==> src/rtl/level_fifo.sv <==
// Synchronous single-clock FIFO with occupancy level, threshold flags and sticky
// error flags. Supports non-power-of-two depth and optional first-word-fall-through.
module level_fifo #(
    parameter int DATA_WIDTH   = 16,
    parameter int DEPTH        = 16,
    parameter int ALMOST_FULL  = 12,
    parameter int ALMOST_EMPTY = 2,
    parameter int FWFT         = 0
) (
    input  logic                         clk,
    input  logic                         rst_n,
    input  logic                         writeReq,
    input  logic [DATA_WIDTH-1:0]        dataIn,
    output logic                         writeAck,
    input  logic                         readReq,
    output logic                         readAck,
    output logic [DATA_WIDTH-1:0]        dataOut,
    output logic                         empty,
    output logic                         full,
    output logic                         almostEmpty,
    output logic                         almostFull,
    output logic [$clog2(DEPTH+1)-1:0]   level,
    output logic                         overflow,
    output logic                         underflow,
    input  logic                         clearErr
);

    localparam int AW = $clog2(DEPTH);
    localparam int LW = $clog2(DEPTH + 1);

    localparam logic [AW-1:0] LAST_IDX = AW'(DEPTH - 1);
    localparam logic [AW-1:0] ONE_P    = AW'(1);
    localparam logic [LW-1:0] FULL_LVL = LW'(DEPTH);
    localparam logic [LW-1:0] AF_LVL   = LW'(ALMOST_FULL);
    localparam logic [LW-1:0] AE_LVL   = LW'(ALMOST_EMPTY);
    localparam logic [LW-1:0] ONE_L    = LW'(1);

    logic [DATA_WIDTH-1:0] r_mem [DEPTH];
    logic [AW-1:0]         r_wr_ptr;
    logic [AW-1:0]         r_rd_ptr;
    logic [LW-1:0]         r_level;
    logic                  r_wack;
    logic                  r_rack;
    logic                  r_ovf;
    logic                  r_udf;

    logic                  w_empty;
    logic                  w_full;
    logic                  w_acc_rd;
    logic                  w_acc_wr;
    logic [AW-1:0]         w_wr_ptr_nxt;
    logic [AW-1:0]         w_rd_ptr_nxt;
    logic [DATA_WIDTH-1:0] w_head;

    assign w_empty  = (r_level == '0);
    assign w_full   = (r_level == FULL_LVL);
    assign w_acc_rd = readReq && !w_empty;
    // A read in the same edge frees the slot, so a full FIFO may still take a write.
    assign w_acc_wr = writeReq && (!w_full || w_acc_rd);

    // Explicit wrap so that non-power-of-two depths never index past DEPTH-1.
    assign w_wr_ptr_nxt = (r_wr_ptr == LAST_IDX) ? '0 : r_wr_ptr + ONE_P;
    assign w_rd_ptr_nxt = (r_rd_ptr == LAST_IDX) ? '0 : r_rd_ptr + ONE_P;

    assign w_head = r_mem[r_rd_ptr];

    // Storage array carries no reset; only accepted writes touch it.
    always_ff @(posedge clk) begin
        if (rst_n && w_acc_wr) begin
            r_mem[r_wr_ptr] <= dataIn;
        end
    end

    always_ff @(posedge clk or negedge rst_n) begin
        if (!rst_n) begin
            r_wr_ptr <= '0;
            r_rd_ptr <= '0;
            r_level  <= '0;
            r_wack   <= 1'b0;
            r_rack   <= 1'b0;
        end else begin
            r_wack <= w_acc_wr;
            r_rack <= w_acc_rd;
            if (w_acc_wr) begin
                r_wr_ptr <= w_wr_ptr_nxt;
            end
            if (w_acc_rd) begin
                r_rd_ptr <= w_rd_ptr_nxt;
            end
            if (w_acc_wr && !w_acc_rd) begin
                r_level <= r_level + ONE_L;
            end else if (w_acc_rd && !w_acc_wr) begin
                r_level <= r_level - ONE_L;
            end
        end
    end

    // A fresh error outranks clearErr in the same cycle.
    always_ff @(posedge clk or negedge rst_n) begin
        if (!rst_n) begin
            r_ovf <= 1'b0;
            r_udf <= 1'b0;
        end else begin
            if (writeReq && !w_acc_wr) begin
                r_ovf <= 1'b1;
            end else if (clearErr) begin
                r_ovf <= 1'b0;
            end
            if (readReq && !w_acc_rd) begin
                r_udf <= 1'b1;
            end else if (clearErr) begin
                r_udf <= 1'b0;
            end
        end
    end

    generate
        if (FWFT != 0) begin : g_fwft
            // Head word shows combinationally; forced to zero while empty so reset reads 0.
            assign dataOut = w_empty ? '0 : w_head;
        end else begin : g_reg_read
            logic [DATA_WIDTH-1:0] r_dout;

            always_ff @(posedge clk or negedge rst_n) begin
                if (!rst_n) begin
                    r_dout <= '0;
                end else if (w_acc_rd) begin
                    r_dout <= w_head;
                end
            end

            assign dataOut = r_dout;
        end
    endgenerate

    assign writeAck    = r_wack;
    assign readAck     = r_rack;
    assign level       = r_level;
    assign empty       = w_empty;
    assign full        = w_full;
    assign almostFull  = (r_level >= AF_LVL);
    assign almostEmpty = (r_level <= AE_LVL);
    assign overflow    = r_ovf;
    assign underflow   = r_udf;

endmodule

==> config.mk <==
export PLATFORM = sky130hd
export DESIGN_NAME = level_fifo
export DESIGN_NICKNAME = d
export VERILOG_FILES = /design/src/rtl/level_fifo.sv
export SDC_FILE = /design/constraint.sdc
export NUM_CORES = 1
export LEC_CHECK = 0
export ABC_AREA = 1
export BUFFER_PORTS_ARGS = -buffer_cell sky130_fd_sc_hd__buf_2
export CAP_MARGIN = 20
export CORE_MARGIN = 2
export CORE_UTILIZATION = 34
export CTS_CLUSTER_DIAMETER = 40
export DETAILED_ROUTE_END_ITERATION = 10
export GPL_ROUTABILITY_DRIVEN = 1
export PLACE_DENSITY_LB_ADDON = 0.3
export SETUP_SLACK_MARGIN = 0.5
export SLEW_MARGIN = 20
export SYNTH_ARGS = -nofsm -noshare
export SYNTH_HDL_FRONTEND = slang
export SYNTH_SLANG_ARGS = --single-unit
==> constraint.sdc <==
create_clock -name clk -period 5.5 [get_ports clk]
set_input_delay 0.825 -clock clk [delete_from_list [all_inputs] [get_ports clk]]
set_output_delay 0.825 -clock clk [all_outputs]
set_load 0.05 [all_outputs]
# --- After elaboration in Yosys (flattened, before gate mapping) ---
# Memories as Yosys holds them, arrays and structs flattened. A register that Yosys moved wholly into a read port is not among the register bits.
# Index checks and enable logic that the tools add are counted.
word_totals:
  ff_bits: 17
  mem_bits_rw: 256
  in_bits: 21
  out_inout_bits: 29
  elab_cells: 43
  n_memories: 1
mem_list:
  columns: ["memory", "depth", "width", "read_ports", "rd_clocked_by_memory_dff", "write_ports", "line", "source"]
  rows:
  - ["r_mem", 16, 16, 1, 1, 1, "38", "logic [DATA_WIDTH-1:0] r_mem [DEPTH];"]
classes:
  n_addsub: 4
  magnitude_cmp: 2
  n_eq_ne: 3
  muxes: 9
  n_reduce_logical: 17
ops:
  columns: ["operator", "count"]
  rows:
  - ["$mux 5", 2]
  - ["$add 4x1->4 const B", 2]
  - ["$eq 4x4->1 const B", 2]
  - ["$mux 4", 2]
  - ["$logic_and 1x1->1", 7]
  - ["$reduce_bool 2->1", 3]
  - ["$add 5x1->5 const B", 1]
  - ["$eq 5x5->1 const B", 1]
  - ["$ge 5x4->1 const B", 1]
  - ["$le 5x2->1 const B", 1]
  - ["$logic_not 1->1", 5]
  - ["$logic_not 5->1", 1]
  - ["$mux 1", 5]
  - ["$sub 5x1->5 const B", 1]
  - ["$logic_or 1x1->1", 1]

# --- Longest topological paths before layout ---
# Gate-level depths: netlist (run 1).
depth:
  word_depth: 9
  depth_mapped: 13

# --- Worst setup path before layout (run 1) ---
# Ideal clock, no wire load.
synth_path:
  kind: "register -> output"
  startpoint: "register r_level[1] (netlist: level[1])"
  endpoint: "output almostEmpty"
  t_arrival_ns: 3.170
  setup_slack_ns: 1.505
  stages_incl_launch_ff: 2
  cell_sequence: "dfrtp_1 a2111oi_0"
synth_between:
  elab_chain_cells: 1
synth_lines:
  columns: ["item", "line", "source"]
  rows:
  - ["start, declared", "41", "logic [LW-1:0] r_level;"]
  - ["start signal, assigned", "91", "r_level <= r_level + ONE_L;"]
  - ["start signal, assigned", "93", "r_level <= r_level - ONE_L;"]
  - ["$le 5x2->1", "142", "assign almostEmpty = (r_level <= AE_LVL);"]
  - ["end, declared", "20", "output logic almostEmpty,"]
# No other way between the ends.

==> results of run 1 <==
sequential cells by signal, indices dropped and copies added, names as in the netlist:
name and count:
r_rd_ptr 4, underflow 1, overflow 1, dataOut 16, writeAck 1, level 5, readAck 1, r_mem 256
r_wr_ptr 4
area by class of cell:
cell class,count,area [µm²]
fillers,3404,21400
flip-flops and latches,289,8520
multi-input cells,652,2930
clock buffers,44,1040
inverters,182,687
well taps,461,577
repair buffers,52,268
clock inverters,28,254
worst min path at each step:
stage                                  from                      end  slack, ns  cells past startpoint
floorplan           r_wr_ptr[2]$_DFFE_PN0N_  r_wr_ptr[2]$_DFFE_PN0N_       0.52                      2
global placement      underflow$_DFFE_PN0P_    underflow$_DFFE_PN0P_       0.51                      2
detailed placement     overflow$_DFFE_PN0P_     overflow$_DFFE_PN0P_       0.52                      2
CTS                                   rst_n    underflow$_DFFE_PN0P_       0.42                      1
global route                          rst_n    underflow$_DFFE_PN0P_       0.46                      1
finish                                rst_n    underflow$_DFFE_PN0P_       0.40                      1
per-stage QoR:
stage	hold slack (ns)	setup slack, ns
2_1_floorplan	0.519	1.51
3_3_place_gp	0.511	2.25
3_5_place_dp	0.516	2.20
4_1_cts	0.420	2.73
5_1_grt	0.457	2.49
6_report	0.400	2.70
layer usage:
metal / share of wire [%] / routed length [µm]
met1: 43 / 14200
met2: 47 / 15700
met3: 5.5 / 1840
met4: 4.1 / 1350
met5: 0 / 0
cell families after synthesis:
| family | count (synthesis) | synth area share (%) |
|---|---|---|
| compound gates | 45 | 1.88 |
| xor+xnor | 6 | 0.426 |
| fa+ha+maj | 10 | 1.07 |
| flops | 289 | 69.0 |
| simple gates | 591 | 20.0 |
| buf+inv | 234 | 7.62 |
layout by cell type (no fill, tap or decap), types with 16 or more instances in the layout:
cell type  netlist  routed
nor2_2           0      16
buf_2           38      49
edfxtp_1       256     256
inv_1          177     176
nand3_1        184     184
dfrtp_1         33      31
nor2_1          58      42
nand2_1        342     342
a21oi_1         33      33
clkbuf_16        0      41
critical path, cell delays in order (launching register included):
cell and delay (ns):
dfrtp_4 0.70, inv_4 0.75, buf_4 0.49, nand2_1 0.09, nand3_1 0.12, nand3_1 0.21
nand3_1 0.16, a21oi_1 0.09
where the power goes:
group	leakage (nW)	switching, mW	internal (mW)
Sequential	2.69	0.236	2.59
Combinational	2.56	1.78	0.601
Clock	0.614	0.984	1.48
==> summary.txt, run 1 <==
Floorplanning
  – Die Area: approximately 38000 µm²
  – Die width: 195 µm
  – Initial Util: around a third
  – I/O Pins: 50
  – Die height: just under 200 µm
  – Floorplan core area: 35700 µm²
  – Rows: 69

Timing
  – Max-slew violation count: 0
  – Achievable Freq: 358 MHz
  – RSZ-0062 raised after global routing: no
  – Setup violations, final: 0
  – Crit share post-route: 50.9%
  – Min Tclk post-route: 2.80 ns
  – Setup_tns: 0 ns
  – Hold Vio Cnt, Final: 0
  – Setup Skew: 0.0155 ns
  – Headroom to the max-slew limit: 34.3%
  – Slew @ Worst Pin: 0.985 ns

Finish
  – Fin util: 40.0%
  – Layout cells sized above 1: 11.5%
  – P&R area growth vs syn: 15.6%
  – Filler-free cell count of the finished design: approximately 1700
  – Final instance area: 14300 µm²
  – Final net count: 1248
  – Ant. Diodes: 0

Worst setup path
  – Critical-path maximum fanout: 94
  – R2R Setup Slk: 2.70 ns
  – Worst setup SP type: flop
  – WS Path Type: flop to flop
  – WP data arrival: between 3 and 4 ns
  – Critical path endpoint: dataOut[13]$_DFFE_PN0P_
  – R2R Path End: dataOut[13]$_DFFE_PN0P_
  – CP Capture Type: flop
  – Critical Path Source: r_rd_ptr[0]$_DFFE_PN0P_
  – Worst Reg2Reg Path Length in Cells: 7
  – CP Data Required Time: 5.90 ns
  – R2R Path Start: r_rd_ptr[0]$_DFFE_PN0P_

Clock network
  – CTS tree: done
  – Max Root-Sink Buffers: 3
  – Clock Latency Late Sink: 0.53 ns
  – CTS Buf Count: 40
  – CTS H-tree depth: 2
  – Post-CTS resize count: 0
  – Worst-path clk slew: about 0.06 ns
  – Post-CTS setup buffer count: 0
  – Hold-fix buffers at CTS: 0
  – Clk root buf: clkbuf_16
  – Sink Count: 289

Synth
  – Most frequent cell after synthesis: nand2_1
  – Syn_nets: between 1000 and 1500
  – Asr flop ratio synth: around 11%
  – Seq/Total Area, Yosys: around 69%
  – Syn Area/Cell: 10.5 µm²
  – Post-synth top cells: nand2_1, edfxtp_1, nand3_1, inv_1, nor2_1
  – Area contributors post-synth: edfxtp_1, nand2_1, nand3_1
  – Mapped Cells: between 1000 and 1500
  – Synth area leader: edfxtp_1
  – Library cells used by synthesis: 27
  – Post-synth top flop: edfxtp_1
  – Flops & latches, synth: 289
  – Top cell type's share of synthesized area: between 60% and 70%
  – Yosys Warn Count: 0
  – Post-Synthesis Cell Area: 12300 µm²
  – Post-synth EDFFs: 256

Power and ir drop
  – Pwr Density: 538 nW/µm²
  – Tot Pwr: 7.68 mW
  – Leakage power: 5.87 nW
  – Max IR drop VDD: 0.406 mV

GRT
  – GRT met1 Usage: 23.2%
  – Met3 Use GR: around 2.9%
  – Grt total ovfl: 0
  – First-pass GRT wire length: just under 50 mm
  – GR Layer Usage met2: roughly 29%
  – Antenna violations before repair: 0
  – Largest net degree at the start of global routing: 95
  – Top Usage Layer GRT: met2
  – Vias in the first global route: approximately 8000
  – Total track usage: 17.6%

Placed design
  – Placed Instances: around 1600
  – Placed Area: 13000 µm²
  – GPL Wtd Cong: 0.901
  – I/O Buffers: 49
  – Post-DP HPWL: 21.0 mm

Routing
  – Initial DRT Pass Iterations: 5
  – # DRC: 0
  – Vias: 8249
  – Wire per inst: 19.4 µm
  – Initial DRC count: 901
  – Post-route ant nets: 0
  – Drt via density: 4.83
  – Total Wirelength: ~33 mm

Job
  – Max Cap Viol: 0

Run status
  – Status: complete, no violations

Worst hold path
  – HP Class: primary input to asynchronous set/reset pin
Note: power is estimated with default switching activity, not from simulation.
==> inputs of run 2 (changes only) <==
--- a/config.mk
+++ b/config.mk
@@ -5,7 +5,7 @@
 export SDC_FILE = /design/constraint.sdc
 export NUM_CORES = 1
 export LEC_CHECK = 0
-export ABC_AREA = 1
+export ABC_AREA = 0
 export BUFFER_PORTS_ARGS = -buffer_cell sky130_fd_sc_hd__buf_2
 export CAP_MARGIN = 20
 export CORE_MARGIN = 2
==> constraint.sdc (replaced) <==
create_clock -name clk -period 2.8 [get_ports clk]
set_input_delay 0.42 -clock clk [delete_from_list [all_inputs] [get_ports clk]]
set_output_delay 0.42 -clock clk [all_outputs]
set_load 0.05 [all_outputs]
==> run 2 against run 1 <==
Combinational power increased by 74%. Sequential power grew 95%. First-iteration DRC count shrank 42%.
==> summary.txt, run 2 <==
Timing
  – Slew @ Worst Pin: slightly below 0.7 ns
  – Crit share post-route: 88.4%
  – Setup_tns: 0 ns
  – Min Tclk post-route: 2.48 ns
  – Setup Skew: roughly 0.014 ns
  – RSZ-0062 raised after global routing: yes
  – Setup violations, final: 0
  – Achievable Freq: 404 MHz
  – Setup ws final: approximately 0.32 ns
  – Max-slew violation count: 0
  – Hold Vio Cnt, Final: 0
  – Headroom to the max-slew limit: 53.9%

Worst setup path
  – WS Path Type: flop to flop
  – Critical path cell sequence: or4_4 -> o31a_1 -> ha_4 -> inv_6 -> ha_4 -> a21o_1 -> a21oi_2 -> mux2i_1 -> xnor2_1
  – CP Capture Type: flop
  – CP max-delay cell: or4_4
  – CP Data Required Time: 3.23 ns
  – WP data arrival: 2.91 ns
  – Worst setup SP type: flop
  – Critical-path maximum fanout: 4
  – Delay-heaviest family, CP: compound AO/OA/AOI/OAI gates
  – Max incr delay on CP: 0.57 ns
  – WP buf/inv: 1
  – Crit path top cell by count: ha_4

Finish
  – Seq. cell area: 8520 µm²
  – Filler-free cell count of the finished design: ~1200
  – Multi-input combinational cell area: 2830 µm²
  – Most flops, register: r_mem
  – FILL cells: 2882
  – Most common cell after layout, fill and taps aside: edfxtp_1
  – Most frequent cells in the layout: edfxtp_1, mux2i_1, buf_2
  – Final net count: 774
  – Ant. Diodes: 0
  – P&R area growth vs syn: 23.5%
  – Max reg flops: 256
  – Layout cells sized above 1: 28.0%

GRT
  – Antenna violations before repair: 0
  – Grt total ovfl: 0
  – Largest net degree at the start of global routing: 33
  – First-pass GRT wire length: around 38 mm
  – Total track usage: 14.7%
  – Vias in the first global route: 6074

Floorplanning
  – Rows: 66
  – Die width: between 150 and 200 µm
  – Die Area: 34700 µm²
  – I/O Pins: 50
  – Floorplan core area: 32600 µm²
  – Initial Util: 34.7%
  – Die height: ~190 µm

Placed design
  – Place WS: 0.131 ns
  – Post-DP HPWL: 15.4 mm
  – I/O Buffers: 49
  – GPL Wtd Cong: 0.744
  – Placed Instances: 1123

Synth
  – Syn_nets: 672
  – Post-synth top cells: edfxtp_1, mux2i_1, dfrtp_1, nor2_1, o22ai_1
  – Top cell type's share of synthesized area: 68.0%
  – Post-synth EDFFs: about 260
  – Yosys Warn Count: 0
  – Mapped Cells: about 640
  – Most frequent cell after synthesis: edfxtp_1
  – Asr flop ratio synth: about 11%
  – Area contributors post-synth: edfxtp_1, mux2i_1, dfrtp_1
  – Seq/Total Area, Yosys: between 70 and 80%
  – Syn Area/Cell: 17.6 µm²
  – Flops & latches, synth: 289
  – Post-Synthesis Cell Area: 11300 µm²
  – Library cells used by synthesis: 40
  – Synth area leader: edfxtp_1
  – Post-synth top flop: edfxtp_1

Power and ir drop
  – Tot Pwr: 14.4 mW
  – Leakage power: 4.84 nW
  – Pwr Density: approximately 1000 nW/µm²
  – Max IR drop VDD: 0.764 mV

Routing
  – Initial DRT Pass Iterations: 5
  – Vias: 6120
  – # DRC: 0
  – Total Wirelength: 26.7 mm
  – Post-route ant nets: 0
  – Initial DRC count: 519
  – Wire per inst: about 22 µm
  – Drt via density: 5.05

Clock network
  – CTS tree: done
  – CTS H-tree depth: 2
  – Sink Count: approximately 290
  – Max Root-Sink Buffers: 3
  – Clk root buf: clkbuf_16
  – Clock Latency Late Sink: 0.52 ns
  – Worst-path clk slew: 0.06 ns
  – CTS Buf Count: 37

Worst hold path
  – HP Class: primary input to flop

Job
  – Max Cap Viol: 0

Run status
  – Status: complete, no violations
==> run 2: logic make-up (layout without fill, tap and decap cells) <==
| family | after synthesis | in the layout | synth area share [%] |
|---|---|---|---|
| XOR/XNOR | 6 | 6 | 0.465 |
| multiplexers | 115 | 115 | 12.0 |
| adder cells (fa/ha/maj) | 10 | 10 | 1.17 |
| buffers and inverters | 43 | 170 | 2.16 |
| flip-flops | 289 | 289 | 75.3 |
| AO/OA/AOI/OAI | 99 | 99 | 5.67 |
| AND/OR/NAND/NOR | 79 | 82 | 3.24 |
==> run 2: stage by stage <==
step | util [%] | instance area (µm²) | hold slack (ns)
6_report | 42.8 | 14000 | 0.142
4_1_cts | 41.9 | 13700 | 0.129
5_1_grt | 42.8 | 14000 | 0.145
3_3_place_gp | 37.6 | 12300 | 0.235
2_1_floorplan | - | 11400 | 0.124
3_5_place_dp | 37.6 | 12300 | 0.236
==> run 2: worst reg2reg max path, cell delays in order (launching register included) <==
cell	delay, ns
dfrtp_2	0.40
or4_4	0.57
o31a_1	0.31
ha_4	0.20
inv_6	0.07
ha_4	0.19
a21o_1	0.18
a21oi_2	0.13
mux2i_1	0.23
xnor2_1	0.13
==> run 2: final cells by class <==
class	count	area share, %
flip-flops and latches	289	61.1
multi-input cells	312	20.3
clock buffers	47	7.28
repair buffers	96	5.49
well taps	442	3.96
clock inverters	20	1.66
inverters	6	0.224
repair inverters	1	0.0538
==> run 2: where the power goes <==
group | switching [mW] | internal, mW
Sequential | 0.424 | 5.09
Combinational | 2.57 | 1.58
Clock | 1.80 | 2.97
Total | 4.79 | 9.64
==> run 2: path summary, 6_finish.rpt <==
path / slack (ns) / cells past startpoint / from / end
worst min-delay path: 0.14 / 2 / writeReq / overflow$_DFFE_PN0P_
worst max-delay path: 0.32 / 9 / level[3]$_DFFE_PN0P_ / level[4]$_DFFE_PN0P_
worst min register to register: 0.52 / 1 / overflow$_DFFE_PN0P_ / overflow$_DFFE_PN0P_
max in group asynchronous: 1.71 / 3 / rst_n / r_rd_ptr[1]$_DFFE_PN0P_
min in group asynchronous: 0.32 / 2 / rst_n / r_wr_ptr[3]$_DFFE_PN0N_
worst max register to register: 0.32 / 9 / level[3]$_DFFE_PN0P_ / level[4]$_DFFE_PN0P_
==> run 2: timing repair <==
item / 4_1_cts / 5_1_grt
buffers inserted: 8 / 8
pin swaps: 11 / 15
endpoints found under the hold margin: 1 / 0
hold buffers: 1 / 0
endpoints found under the setup margin: 121 / 205
gates resized for setup: 12 / 27
gates cloned: 1 / 5
==> run 2: per-layer routing <==
layer	vias to the layer above	GRT usage, %	routed length (µm)	share of wire, %
met3	44	2.71	1550	5.8
met5	-	0	0	0
met1	3120	21.4	12700	47
li1	2773	-	-	-
met2	183	22.5	12000	45
met4	0	4.12	520	1.9
==> inputs of run 3 (changes only) <==
--- a/config.mk
+++ b/config.mk
@@ -14,7 +14,6 @@
 export DETAILED_ROUTE_END_ITERATION = 10
 export GPL_ROUTABILITY_DRIVEN = 1
 export PLACE_DENSITY_LB_ADDON = 0.3
-export SETUP_SLACK_MARGIN = 0.5
 export SLEW_MARGIN = 20
 export SYNTH_ARGS = -nofsm -noshare
 export SYNTH_HDL_FRONTEND = slang
==> constraint.sdc (replaced) <==
create_clock -name clk -period 2.29 [get_ports clk]
set_input_delay 0.3435 -clock clk [delete_from_list [all_inputs] [get_ports clk]]
set_output_delay 0.3435 -clock clk [all_outputs]
set_load 0.05 [all_outputs]
==> run 3 against run 2 <==
The run now ends with setup timing left. Register-to-register slack worse by 0.51 ns. Power up 20%. Routed wire length shrank 4.5%. Cell count increased by 0.66%. Critical endpoint unchanged.
==> summary.txt, run 3 (same netlist as run 2, synthesis figures left out) <==
Run status
  – Status: complete, but fails checks
  – Failing checks: setup timing

Finish
  – Ant. Diodes: 0
  – Final net count: 785
  – Multi-input combinational cell area: ~2800 µm²
  – Most frequent cells in the layout: edfxtp_1, mux2i_1, buf_4
  – Max reg flops: 256
  – Most flops, register: r_mem
  – P&R area growth vs syn: 23.0%
  – Final instance area: approximately 14000 µm²
  – Fin util: 42.6%
  – Most common cell after layout, fill and taps aside: edfxtp_1
  – FILL cells: 2921
  – Layout cells sized above 1: approximately 28%
  – Filler-free cell count of the finished design: 1221
  – Seq. cell area: 8520 µm²

Timing
  – Setup ws final: -0.185 ns
  – Hold slack: 0.0894 ns
  – Setup Skew: 0.00967 ns
  – Setup violations, final: 17
  – RSZ-0062 raised after global routing: yes
  – Crit share post-route: 108%
  – Setup_tns: -0.424 ns
  – Slew @ Worst Pin: 0.694 ns
  – Hold Vio Cnt, Final: 0
  – Headroom to the max-slew limit: ~54%
  – Max-slew violation count: 0
  – Min Tclk post-route: 2.47 ns
  – Achievable Freq: slightly above 400 MHz

Worst setup path
  – CP Capture Type: flop
  – CP Data Required Time: 2.71 ns
  – R2R Path End: level[4]$_DFFE_PN0P_
  – R2R Setup Slk: -0.18 ns
  – Worst Reg2Reg Path Length in Cells: 9
  – Worst setup SP type: flop
  – WS Path Type: flop to flop
  – WP data arrival: 2.89 ns
  – Critical-path maximum fanout: 5
  – R2R Path Start: level[1]$_DFFE_PN0P_

GRT
  – Largest net degree at the start of global routing: 48
  – Total track usage: around 15%
  – First-pass GRT wire length: 38.8 mm
  – Grt total ovfl: 0
  – Antenna violations before repair: 0
  – Vias in the first global route: 6327
  – Met3 Use GR: 2.69%
  – Top Usage Layer GRT: met2
  – GR Layer Usage met2: 24.8%
  – GRT met1 Usage: 20.0%

Worst hold path
  – Hold Path End: overflow$_DFFE_PN0P_
  – Min-delay src: writeReq
  – HP Class: primary input to flop
  – WHS Path Cells: 2

Placed design
  – Placed Area: 12500 µm²
  – Post-DP HPWL: 14.9 mm
  – Placed Instances: 1149
  – I/O Buffers: 49
  – GPL Wtd Cong: roughly 0.71
  – Place WS: -0.267 ns

Clock network
  – Clock Latency Late Sink: 0.49 ns
  – CTS tree: done
  – Worst-path clk slew: 0.06 ns
  – CTS Buf Count: 35
  – Max Root-Sink Buffers: 3
  – CTS H-tree depth: 2
  – Sink Count: 289
  – Clk root buf: clkbuf_16

Routing
  – Post-route ant nets: 0
  – Wire per inst: 20.9 µm
  – Drt via density: 4.96
  – Total Wirelength: 25.5 mm
  – Initial DRC count: 450
  – # DRC: 0
  – Vias: 6056
  – Initial DRT Pass Iterations: 5

Job
  – Max Cap Viol: 0

Floorplanning
  – Rows: 66
  – Die Area: 34700 µm²
  – Initial Util: 34.7%
  – Die width: ~190 µm
  – Die height: 186 µm
  – I/O Pins: 50
  – Floorplan core area: about 33000 µm²

Power and ir drop
  – Max IR drop VDD: approximately 1.2 mV
  – Pwr Density: 1250 nW/µm²
  – Leakage power: between 4 and 5 nW
  – Tot Pwr: 17.4 mW
run 3: final cells by class:
cell class | instances | area share [%]
Clock buffer | 45 | 7.02
Timing Repair Buffer | 111 | 6.11
Tap cell | 442 | 3.98
Clock inverter | 17 | 1.27
Sequential cell | 289 | 61.3
Inverter | 6 | 0.198
Multi-Input combinational cell | 311 | 20.1
run 3: worst max path at each step:
| stage | cells past startpoint | to | slack [ns] | start |
|---|---|---|---|---|
| global placement | 9 | level[4]$_DFFE_PN0P_ | -0.24 | level[3]$_DFFE_PN0P_ |
| floorplan | 11 | level[4]$_DFFE_PN0P_ | -0.52 | level[3]$_DFFE_PN0P_ |
| global route | 9 | level[4]$_DFFE_PN0P_ | -0.29 | level[1]$_DFFE_PN0P_ |
| CTS | 9 | level[4]$_DFFE_PN0P_ | -0.26 | level[0]$_DFFE_PN0P_ |
| finish | 9 | level[4]$_DFFE_PN0P_ | -0.18 | level[1]$_DFFE_PN0P_ |
| detailed placement | 9 | level[4]$_DFFE_PN0P_ | -0.27 | level[3]$_DFFE_PN0P_ |
run 3: report_power, final:
| part | internal (mW) | switching [mW] |
|---|---|---|
| sequential | 6.23 | 0.292 |
| clock | 3.36 | 2.06 |
| combinational | 2.11 | 3.31 |
| total | 11.7 | 5.66 |
run 3: timing repair:
item                                   4_1_cts  5_1_grt
pin swaps                                   13        8
hold buffers                                 1        0
setup endpoints to repair                  185      134
buffers inserted                             6        2
resized for setup                           19        7
cloned                                       2        0
endpoints found under the hold margin        4        0
run 3: critical path: stages (launching register included):
cell and delay (ns):
dfrtp_2 0.40, or4_4 0.57, o31a_1 0.31, ha_4 0.19, inv_6 0.07, buf_4 0.10, ha_1 0.23, a21oi_2 0.16
mux2i_1 0.24, xnor2_1 0.13
run 3: routing by layer:
layer  vias to the layer above  wire length, µm
met3                        36             1160
met5                         -                0
met1                      3076            11600
li1                       2782                -
met2                       162            12300
met4                         0              503
